## src/rtl/capiano_pkg.sv

```systemverilog
// Shared constants, colour types and palette for the on-screen piano key renderer.
package capiano_pkg;

    localparam int NUM_KEYS    = 8;
    localparam int KEY_W       = 80;
    localparam int KEY_TOP     = 240;
    localparam int HOLD_FRAMES = 15;

    typedef struct packed {
        logic [2:0] r;
        logic [2:0] g;
        logic [2:0] b;
    } rgb_t;

    localparam rgb_t COL_BLACK = '{r: 3'd0, g: 3'd0, b: 3'd0};
    localparam rgb_t COL_WHITE = '{r: 3'd7, g: 3'd7, b: 3'd7};
    localparam rgb_t COL_BG    = '{r: 3'd0, g: 3'd0, b: 3'd2};

    localparam rgb_t PAL [8] = '{
        '{r: 3'd7, g: 3'd0, b: 3'd0},
        '{r: 3'd7, g: 3'd3, b: 3'd0},
        '{r: 3'd7, g: 3'd7, b: 3'd0},
        '{r: 3'd0, g: 3'd7, b: 3'd0},
        '{r: 3'd0, g: 3'd7, b: 3'd7},
        '{r: 3'd0, g: 3'd0, b: 3'd7},
        '{r: 3'd5, g: 3'd0, b: 3'd7},
        '{r: 3'd7, g: 3'd0, b: 3'd5}
    };

    // Pixel classification carried from the geometry stage to the colour stage.
    typedef enum logic [1:0] {
        REG_NONE    = 2'd0,
        REG_BG      = 2'd1,
        REG_KEY_OFF = 2'd2,
        REG_KEY_ON  = 2'd3
    } region_t;

    function automatic rgb_t key_colour(input region_t region, input logic border,
                                        input logic [2:0] pal_idx);
        rgb_t c;
        c = COL_BLACK;
        case (region)
            REG_BG:      c = COL_BG;
            REG_KEY_OFF: c = border ? COL_BLACK : COL_WHITE;
            REG_KEY_ON:  c = border ? COL_BLACK : PAL[pal_idx];
            default:     c = COL_BLACK;
        endcase
        return c;
    endfunction

endpackage

```

## src/rtl/key_sustain.sv

```systemverilog
// Per-key release sustain: holds a key lit for 2*HOLD_FRAMES frames after release.
module key_sustain #(
    parameter int HOLD_FRAMES = 15
) (
    input  logic clk,
    input  logic rst_n,
    input  logic frame_start,
    input  logic snap_old,
    input  logic snap_new,
    output logic lit
);
    import capiano_pkg::*;

    logic [3:0] cnt_r;
    logic [3:0] cnt_s;
    logic       phase_r;
    logic       phase_s;

    // Next sustain state; phase restarts on every load so a release always yields the full hold.
    always_comb begin
        cnt_s   = cnt_r;
        phase_s = phase_r;
        if (frame_start) begin
            if (snap_new) begin
                cnt_s   = 4'd0;
                phase_s = 1'b0;
            end else if (snap_old) begin
                cnt_s   = 4'(HOLD_FRAMES);
                phase_s = 1'b0;
            end else if (cnt_r != 4'd0) begin
                cnt_s   = phase_r ? (cnt_r - 4'd1) : cnt_r;
                phase_s = ~phase_r;
            end else begin
                phase_s = 1'b0;
            end
        end else begin
            cnt_s   = cnt_r;
        end
    end

    // Sustain counter and half-rate phase registers.
    always_ff @(posedge clk or negedge rst_n) begin
        if (!rst_n) begin
            cnt_r   <= 4'd0;
            phase_r <= 1'b0;
        end else begin
            cnt_r   <= cnt_s;
            phase_r <= phase_s;
        end
    end

    assign lit = snap_old | (cnt_r != 4'd0);

endmodule

```

## src/rtl/key_renderer.sv

```systemverilog
// Renders a row of piano keys into a 2-cycle VGA pixel pipeline.
// Optional release sustain is built when CAPIANO_SUSTAIN_EN is defined.
module key_renderer #(
    parameter int NUM_KEYS    = capiano_pkg::NUM_KEYS,
    parameter int KEY_W       = capiano_pkg::KEY_W,
    parameter int KEY_TOP     = capiano_pkg::KEY_TOP,
    parameter int HOLD_FRAMES = capiano_pkg::HOLD_FRAMES
) (
    input  logic                clk,
    input  logic                rst,
    input  logic [9:0]          pix_x,
    input  logic [9:0]          pix_y,
    input  logic                pix_valid,
    input  logic                frame_start,
    input  logic [NUM_KEYS-1:0] keys,
    output logic [2:0]          r,
    output logic [2:0]          g,
    output logic [2:0]          b,
    output logic                out_valid
);
    import capiano_pkg::*;

    localparam int          IDX_W    = (NUM_KEYS > 1) ? $clog2(NUM_KEYS) : 1;
    localparam logic [10:0] KEYS_END = 11'(NUM_KEYS * KEY_W);
    localparam logic [9:0]  TOP_ROW  = 10'(KEY_TOP);
    localparam logic [9:0]  LAST_COL = 10'(KEY_W - 1);

    logic [NUM_KEYS-1:0] sync1_r;
    logic [NUM_KEYS-1:0] sync2_r;
    logic [NUM_KEYS-1:0] snap_r;
    logic [NUM_KEYS-1:0] lit_s;

    logic [IDX_W-1:0]    idx_s;
    logic [9:0]          off_s;
    region_t             region_s;

    logic                valid1_r;
    logic [IDX_W-1:0]    idx1_r;
    logic [9:0]          off1_r;
    region_t             region1_r;

    logic                border_s;
    logic [2:0]          pal_idx_s;
    rgb_t                colour_s;

    // Key synchroniser and per-frame snapshot; the snapshot only moves on frame_start.
    always_ff @(posedge clk or negedge rst) begin
        if (!rst) begin
            sync1_r <= '0;
            sync2_r <= '0;
            snap_r  <= '0;
        end else begin
            sync1_r <= keys;
            sync2_r <= sync1_r;
            snap_r  <= frame_start ? sync2_r : snap_r;
        end
    end

`ifdef CAPIANO_SUSTAIN_EN
    for (genvar k = 0; k < NUM_KEYS; k++) begin : g_sustain
        key_sustain #(
            .HOLD_FRAMES(HOLD_FRAMES)
        ) u_key_sustain (
            .clk        (clk),
            .rst_n      (rst),
            .frame_start(frame_start),
            .snap_old   (snap_r[k]),
            .snap_new   (sync2_r[k]),
            .lit        (lit_s[k])
        );
    end
`else
    assign lit_s = snap_r;
`endif

    // Geometry: comparator chain picks the last key base not above pix_x.
    always_comb begin
        idx_s    = '0;
        off_s    = pix_x;
        region_s = REG_NONE;
        for (int i = 1; i < NUM_KEYS; i++) begin
            idx_s = ({1'b0, pix_x} >= 11'(i * KEY_W)) ? IDX_W'(i) : idx_s;
            off_s = ({1'b0, pix_x} >= 11'(i * KEY_W)) ? (pix_x - 10'(i * KEY_W)) : off_s;
        end
        // Lit state is resolved here so a pixel sharing a cycle with frame_start sees the old snapshot.
        if ({1'b0, pix_x} >= KEYS_END) begin
            region_s = REG_NONE;
        end else if (pix_y < TOP_ROW) begin
            region_s = REG_BG;
        end else if (lit_s[idx_s]) begin
            region_s = REG_KEY_ON;
        end else begin
            region_s = REG_KEY_OFF;
        end
    end

    // Stage 1 pipeline registers.
    always_ff @(posedge clk or negedge rst) begin
        if (!rst) begin
            valid1_r  <= 1'b0;
            idx1_r    <= '0;
            off1_r    <= 10'd0;
            region1_r <= REG_NONE;
        end else begin
            valid1_r  <= pix_valid;
            idx1_r    <= idx_s;
            off1_r    <= off_s;
            region1_r <= region_s;
        end
    end

    // Colour selection from the registered classification.
    always_comb begin
        border_s  = (off1_r == 10'd0) || (off1_r == LAST_COL);
        pal_idx_s = 3'(idx1_r);
        colour_s  = valid1_r ? key_colour(region1_r, border_s, pal_idx_s) : COL_BLACK;
    end

    // Stage 2 output registers.
    always_ff @(posedge clk or negedge rst) begin
        if (!rst) begin
            r         <= 3'd0;
            g         <= 3'd0;
            b         <= 3'd0;
            out_valid <= 1'b0;
        end else begin
            r         <= colour_s.r;
            g         <= colour_s.g;
            b         <= colour_s.b;
            out_valid <= valid1_r;
        end
    end

endmodule
```

## config.mk

```make
export PLATFORM = sky130hd
export DESIGN_NAME = key_renderer
export DESIGN_NICKNAME = d
export VERILOG_FILES = /design/src/rtl/capiano_pkg.sv /design/src/rtl/key_sustain.sv /design/src/rtl/key_renderer.sv
export SDC_FILE = /design/constraint.sdc
export NUM_CORES = 1
export LEC_CHECK = 0
export CAP_MARGIN = 20
export CORE_MARGIN = 4
export CORE_UTILIZATION = 45
export DETAILED_ROUTE_END_ITERATION = 6
export HOLD_SLACK_MARGIN = 0.1
export PLACE_DENSITY = 0.69
export SLEW_MARGIN = 20
export SYNTH_ARGS = -nofsm -noshare
export SYNTH_HDL_FRONTEND = slang
export SYNTH_SLANG_ARGS = --single-unit
```

## constraint.sdc

```tcl
create_clock -name clk -period 4.6 [get_ports clk]
set_input_delay 1.38 -clock clk [delete_from_list [all_inputs] [get_ports clk]]
set_output_delay 1.38 -clock clk [all_outputs]
set_load 0.02 [all_outputs]
```

Word-level counts from Yosys, hierarchy flattened
Memory sizes are Yosys's and may differ from the RTL's.
Index checks and enable logic that the tools add are counted.
{"block": "word_totals", "rom_bits": 72, "ff_bits": 50, "output_inout_bits": 10, "inputBits": 32, "memories": 1, "elab_cells": 62}
{"block": "op_classes", "mux": 25, "addsub": 7, "bitwise": 1, "eq_ne": 4, "magnitude_cmp": 11, "n_reduce_logical": 2}
{"memory": "(no name shown)", "depth": 8, "width": 9, "read_ports": 1, "rd_ports_with_merged_regs": 0, "wr": 0, "line": "capiano_pkg.sv:45", "text": "REG_KEY_ON: c = border ? COL_BLACK : PAL[pal_idx];"}
{"op": "$mux W10", "n": 7}
{"op": "$mux W9", "n": 5}
{"op": "$ge A10 B9 Y1 const B", "n": 3}
{"op": "$sub A10 B9 Y10 const B", "n": 3}
{"op": "$pmux W9 S3", "n": 1}
{"op": "$ge A10 B10 Y1 const B", "n": 2}
{"op": "$ge A10 B8 Y1 const B", "n": 2}
{"op": "$sub A10 B8 Y10 const B", "n": 2}
{"op": "$mux W3", "n": 4}
{"op": "$eq A10 B7 Y1 const B", "n": 1}
{"op": "$ge A10 B7 Y1 const B", "n": 1}
{"op": "$logic_not A10 Y1", "n": 1}
{"op": "$lt A10 B8 Y1 const B", "n": 1}
{"op": "$sub A10 B10 Y10 const B", "n": 1}
{"op": "$sub A10 B7 Y10 const B", "n": 1}
{"op": "$mux W2", "n": 4}
{"op": "$eq A2 B2 Y1 const B", "n": 2}
{"op": "$ge A4 B4 Y1 const B", "n": 1}
{"op": "$lt A3 B4 Y1 const B", "n": 1}
{"op": "$not A3 Y4", "n": 1}
{"op": "$bmux W1 S3", "n": 1}
{"op": "$mux W1", "n": 3}
{"op": "$eq A2 B1 Y1 const B", "n": 1}
{"op": "$logic_or A1 B1 Y1", "n": 1}

Longest topological paths before layout
Gate-level depths: netlist of run 1.
{"block": "logic_depth", "ltp_word": 13, "mapped_depth": 11, "ltp_nobuf": 9}

Least setup slack after synthesis of run 1
OpenSTA, ideal clock, no wires.
{"block": "synth_path", "path_type": "input to register", "from": "input port pix_x[4]", "to": "register region1_r[0]", "stages": 11, "required_ps": 4474, "path_buffers": 2, "arrival_ps": 3928, "setup_ps": 126, "slack_ps": 546, "path_cell_list": "clkbuf_1 > inv_1 > ha_1 > buf_2 > and3_1 > a221oi_2 > a31oi_4 > mux2_4 > or3_1 > a31oi_1 > nor2_1"}
{"block": "synth_via", "elab_chain_cells": 13, "word_cells_on_any_way": 20, "classes_between": "order compare: 8; mux: 12"}
{"item": "start: declaration", "line": "key_renderer.sv:11", "text": "input logic [9:0] pix_x,"}
{"item": "$ge A10 B7 Y1", "line": "key_renderer.sv:82", "text": "idx_s = ({1'b0, pix_x} >= 11'(i * KEY_W)) ? IDX_W'(i) : idx_s;"}
{"item": "$mux W1", "line": "key_renderer.sv:82"}
{"item": "$mux W2 (2 in series)", "line": "key_renderer.sv:82"}
{"item": "$mux W3 (4 in series)", "line": "key_renderer.sv:82"}
{"item": "$bmux W1 S3", "line": "key_renderer.sv:90", "text": "end else if (lit_s[idx_s]) begin"}
{"item": "$mux W1 (implied by the code)", "line": "key_renderer.sv:90"}
{"item": "$mux W1", "line": "key_renderer.sv:90"}
{"item": "$mux W2", "line": "key_renderer.sv:88", "text": "end else if (pix_y < TOP_ROW) begin"}
{"item": "$mux W2 (*)", "line": "key_renderer.sv:86", "text": "if ({1'b0, pix_x} >= KEYS_END) begin"}
{"item": "via region_s[0]", "line": "key_renderer.sv:35", "text": "region_t region_s;"}
{"item": "end signal: assignment", "line": "key_renderer.sv:108", "text": "region1_r <= region_s;"}
{"item": "end: declaration", "line": "key_renderer.sv:40", "text": "region_t region1_r;"}
The timed path passes the listed nets; every way through them passes the cells marked *. The select of a mux whose other input is x is not followed.
A chain may end at the register's enable or synchronous reset.

Worst setup path in the final report of run 1
{"block": "layout_path", "from": "input port pix_x[7]", "to": "register region1_r[0]"}
The elaborated chain is that of the path after synthesis.

==> out/metrics.csv, run 1 <==
metric;value;unit
outcome;finished clean;
rsz0062_at_grt;no;
synth_ff_type;dfrtp_1;
power_density;297.3;nW/µm²
synth_edf_count;0;
syn-num-nets;283;
drtIter0Drc;150;
hp-start;sync1_r[1]$_DFF_PN0_;
grt_pass1_wl;8.576;mm
initial_utilization;47.85;%
max_slew_margin;63.50;%
ys_ff_latch;47;
htree_levels;2;
arrival;4100;ps
drive_above_1_share;13.48;%
cellLeakagePower;1.276;nW
cts_tree;yes;
clkSlewWorstSetupHoldPaths;70;ps
grt_use_total;16.42;%
grt_pass1_vias;1871;
finClkSkew;1.824;ps
crit_path_end_kind;flop;
syn-mean-instance-area;10.49;µm²
crit_fanout;9;
cts_resized;0;
clockBufferDepth;2;
setup.worst_path.class;input pin to flop;
final_nets;326;
firstDrtPassIters;4;
cts-root-buf;clkbuf_8;
setup_viol;0;
worstMarginPinSlew;546.2;ps
core;5238;µm²
fp.dieArea;6827;µm²
max_freq;253.8;MHz
ys_seq_area_share;46.93;%
synth.distinct_cells;62;
ir_drop;0.2666;mV
grt_max_degree;48;
final.min_clock_period;3940;ps
synth_warnings;0;
diodes;0;
gp_congestion;0.9312;
r2r_start;off1_r[0]$_DFF_PN0_;
hold_class;flop to flop;
wl;5.081;mm
finalCritPeriodShare;85.66;%
vias;1954;
netlist_area;2506;µm²
drt-vias-per-instance;5.551;
postCtsHoldBufs;0;
drc;0;
hold-worst-slack;351.5;ps
maxCapViolCount;0;
startpoint_type;input pin;
io_pins;42;
insertion_delay;280;ps
wl_per_cell;14.43;µm
tns;0;ps
num_rows;26;
synthCells;239;
required;4760;ps
place_hpwl;3.898;mm
area_growth;23.07;%
synth_async_sr_flop_share;100.0;%
final_max_slew_viol_count;0;
ant_nets;0;
cts_made_buffers;5;
clkSinkCount;47;
gr-total-overflow;0;
antenna_found_initial;0;
hold_violations;0;
postCtsSetupRepairBufs;0;
io_buffers;37;
die_y;82.63;µm
startpoint;pix_x[7];
die_w;82.63;µm
-- registers in the layout, summed over array words and instances, names as in the netlist --
signal	flops
valid1_r	1
sync1_r	8
region1_r	2
off1_r	10
lit_s	8
sync2_r	8
idx1_r	3
g	2
b	2
out_valid	1
r	2
-- synthesized netlist by cell type, types with 2 or more instances --
cell / n / area (µm²)
buf_2: 2 / 10.01
o31ai_1: 2 / 15.01
and2_1: 3 / 18.77
mux2_2: 8 / 90.09
nor2_1: 14 / 52.55
a22oi_1: 3 / 22.52
o22ai_1: 2 / 12.51
o221ai_1: 2 / 17.52
nor2b_1: 3 / 18.77
mux2i_1: 3 / 30.03
nor3_1: 6 / 30.03
ha_1: 12 / 150.1
o21bai_1: 2 / 15.01
clkbuf_1: 6 / 22.52
buf_4: 3 / 22.52
o21ai_0: 13 / 65.06
nand4_1: 2 / 12.51
a21boi_0: 2 / 15.01
inv_1: 9 / 33.78
or3_1: 3 / 18.77
a21oi_1: 9 / 45.04
o211ai_1: 4 / 30.03
dfrtp_1: 47 / 1176
and3_1: 4 / 25.02
nand2_1: 19 / 71.32
a211oi_1: 2 / 15.01
xnor2_1: 4 / 35.03
a31oi_1: 5 / 31.28
nand3_1: 12 / 60.06
-- per-stage QoR --
step / worst slack (ps) / total power [mW] / cell area [µm²] / util, % / std cells
floorplan: 546.1 / 0.5714 / 2506 / - / 239
global placement: 382.6 / 0.6440 / 2979 / 56.88 / 345
detailed placement: 345.4 / 0.6481 / 2979 / 56.88 / 345
CTS: 655.7 / 0.9299 / 3082 / 58.84 / 352
global route: 488.6 / 0.9733 / 3084 / 58.89 / 352
finish: 659.6 / 0.9168 / 3084 / 58.89 / 352
-- cell families (layout without fill, tap and decap cells) --
kind of cell	Yosys count	after routing	synth area share [%]
compound gates	64	64	19.97
xor+xnor	4	4	1.398
fa+ha+maj	12	12	5.991
buf+inv	23	66	4.293
flops	47	47	46.93
mux	12	12	5.392
simple gates	77	77	16.03
-- worst max-delay path, stage by stage --
cell	delay (ps)
clkdlybuf4s50_1	650
inv_1	130
ha_1	230
and3_1	180
a221oi_2	450
a31oi_4	220
mux2_4	330
or3_1	300
a31oi_1	170
nor2_1	50
-- cell usage in the layout (no fill, tap or decap), types with 4 or more instances in the layout --
master           instances
a21oi_1                  9
a31oi_1                  5
and3_1                   4
buf_4                   13
clkbuf_8                 5
clkdlybuf4s50_1         36
dfrtp_1                 47
ha_1                    12
inv_1                    9
mux2_2                   8
nand2_1                 19
nand3_1                 12
nor2_1                  14
nor3_1                   6
o211ai_1                 4
o21ai_0                 13
xnor2_1                  4
-- final cells by class --
class                   count  area, µm²
inverters                  10      37.54
clock buffers               6      72.57
well taps                  70      87.58
flip-flops and latches     47       1176
fillers                   473       2153
multi-input cells         169       1222
clock inverters             1      30.03
repair buffers             49      457.9
-- routing by layer --
metal | vias to the layer above | part of all wire [%] | track usage (%)
li1 | 959 | - | -
met1 | 934 | 44 | 21.38
met2 | 57 | 49 | 27.48
met3 | 4 | 6.1 | 3.362
met4 | 0 | 1.1 | 4.902
met5 | - | 0 | 0
-- final timing paths --
path	endpoint	cells after the start	slack, ps
max in group asynchronous	b[1]$_DFF_PN0_	1	3150
min in group asynchronous	sync2_r[3]$_DFF_PN0_	1	1080
worst max-delay path	region1_r[0]$_DFF_PN0_	10	660
worst min register to register	sync2_r[1]$_DFF_PN0_	0	350
worst min-delay path	sync2_r[1]$_DFF_PN0_	0	350
worst max register to register	r[1]$_DFF_PN0_	6	2940
-- power breakdown --
group          switching, mW  internal, mW
sequential            0.0143         0.445
combinational         0.0934        0.0874
clock                  0.118         0.159
No activity file was read; power rests on OpenSTA's default activity.
==> run 2, diff against run 1 <==
Settings changed: SLEW_MARGIN 20 to 0.
Clock period 4.6 ns to 3.8 ns, I/O delays scaled along.
==> out/metrics.csv, run 2 (synthesized netlist as in run 1, its figures left out) <==
metric;value;unit;change
rsz0062_at_grt;no;;
io_pins;42;;unchanged
cts_made_buffers;5;;unchanged
postCtsSetupRepairBufs;0;;unchanged
setup.worst_path.class;input pin to flop;;
hold_violations;0;;unchanged
crit_path_end_kind;flop;;
die_y;82.63;µm;unchanged
cp.depth;8;;-2
insertion_delay;290;ps;about the same
tns;0;ps;unchanged
drt-vias-per-instance;5.513;;-0.68%
holdPathStages;0;;unchanged
area_growth;32.60;%;
maxCapViolCount;0;;unchanged
io_buffers;37;;unchanged
num_rows;26;;unchanged
initial_utilization;47.85;%;unchanged
slowest_delay;600;ps;-50 ps
finalCritPeriodShare;90.85;%;
placed_cells_incl_taps;369;;+7.0%
largest_reg_flops;10;;unchanged
gp_congestion;0.8785;;-5.7%
grt_pass1_wl;9.177;mm;+7.0%
reg2reg_depth;6;;unchanged
core;5238;µm²;unchanged
final_nets;351;;+7.7%
fp.dieArea;6827;µm²;unchanged
firstDrtPassIters;4;;unchanged
grt_max_degree;48;;unchanged
ir_drop;0.3207;mV;+20%
cellLeakagePower;1.418;nW;+11%
place_hpwl;4.185;mm;+7.4%
hold_class;flop to flop;;
antenna_found_initial;0;;unchanged
gr-total-overflow;0;;unchanged
final_cell_mix;dfrtp_1, clkdlybuf4s50_1, buf_4;;
grt_pass1_vias;1981;;+5.9%
setup_viol;0;;unchanged
power_density;364.5;nW/µm²;+23%
grt_use_total;17.88;%;+1.5 points
die_w;82.63;µm;unchanged
finClkSkew;2.622;ps;+0.7980 ps
ant_nets;0;;unchanged
htree_levels;2;;unchanged
cts_resized;0;;unchanged
clockBufferDepth;2;;unchanged
max_slew_margin;69.78;%;+6.3 points
cts_tree;yes;;
startpoint_type;input pin;;
drive_above_1_share;20.78;%;+7.3 points
cts-root-buf;clkbuf_8;;
max_freq;289.7;MHz;
diodes;0;;unchanged
final_common_cell;dfrtp_1;;
arrival;3630;ps;-470 ps
clkSinkCount;47;;unchanged
wl;5.384;mm;+6.0%
largest_register;off1_r;;
vias;2084;;+6.7%
slowest_stage;or4_4;;
final_max_slew_viol_count;0;;unchanged
utilization;63.45;%;+4.6 points
clkSlewWorstSetupHoldPaths;80;ps;about the same
path_delay_family;simple AND/OR/NAND/NOR gates;;
postCtsHoldBufs;0;;unchanged
wl_per_cell;14.24;µm;-1.3%
timing.critical_path.cells;clkdlybuf4s50_1, or4_4, o311ai_4, a31oi_4, mux2_4, or3_1, a31oi_1, nor2_1;;
final.min_clock_period;3452;ps;
finalNonFillerCells;378;;+7.4%
worstMarginPinSlew;452.3;ps;-93.88 ps
worst-path-buf-inv;1;;-1
required;3970;ps;-790 ps
outcome;finished clean;;
fillers;420;;-11%
drtIter0Drc;175;;+17%
crit_fanout;7;;-2
drc;0;;unchanged
run 2: cell count changes in the layout (fill, tap and decap cells not counted):
cell       change
bufinv_16      +1
buf_2          +1
buf_12         +1
buf_4         +23
a221oi_4       +1
a221oi_2       -1
run 2: path summary, 6_finish.rpt:
check,slack [ps],to,startpoint
min in group asynchronous,650,sync1_r[3]$_DFF_PN0_,rst
worst min register to register,350,sync2_r[2]$_DFF_PN0_,sync1_r[2]$_DFF_PN0_
max in group asynchronous,2730,off1_r[0]$_DFF_PN0_,rst
worst max register to register,2160,b[1]$_DFF_PN0_,off1_r[0]$_DFF_PN0_
worst max-delay path,350,region1_r[0]$_DFF_PN0_,pix_x[2]
worst min-delay path,350,sync2_r[2]$_DFF_PN0_,sync1_r[2]$_DFF_PN0_
run 2: metal layers:
| layer | part of all wire, % | track usage, % | vias to the layer above |
|---|---|---|---|
| li1 | - | - | 1007 |
| met1 | 44 | 23.30 | 995 |
| met2 | 48 | 28.69 | 78 |
| met3 | 7.6 | 4.881 | 4 |
| met4 | 0.98 | 6.046 | 0 |
| met5 | 0 | 0 | - |
run 2: where the power goes:
group	total, mW	switching, mW	internal, mW	leakage, nW
clock network	0.413	0.150	0.263	0.0654
logic	0.243	0.119	0.124	0.797
registers	0.555	0.0170	0.538	0.555
run 2: layout make-up:
cell class | count | area [µm²] | share of cell area, %
Sequential cell | 47 | 1176 | 35.39
Timing Repair Buffer | 74 | 655.6 | 19.73
Clock inverter | 2 | 60.06 | 1.807
Multi-Input combinational cell | 169 | 1234 | 37.12
Tap cell | 70 | 87.58 | 2.636
Clock buffer | 6 | 72.57 | 2.184
Inverter | 10 | 37.54 | 1.130
run 2: metrics by stage:
step	cell area, µm²	total power [mW]	hold WS [ps]	setup WS, ps
after global routing	3323	1.282	361.1	222.1
final	3323	1.211	351.7	347.6
after CTS	3303	1.225	356.5	345.8
after detailed placement	3171	0.8063	337.0	29.63
after floorplan	2517	0.6929	331.2	118.1
after global placement	3171	0.8008	331.1	31.94
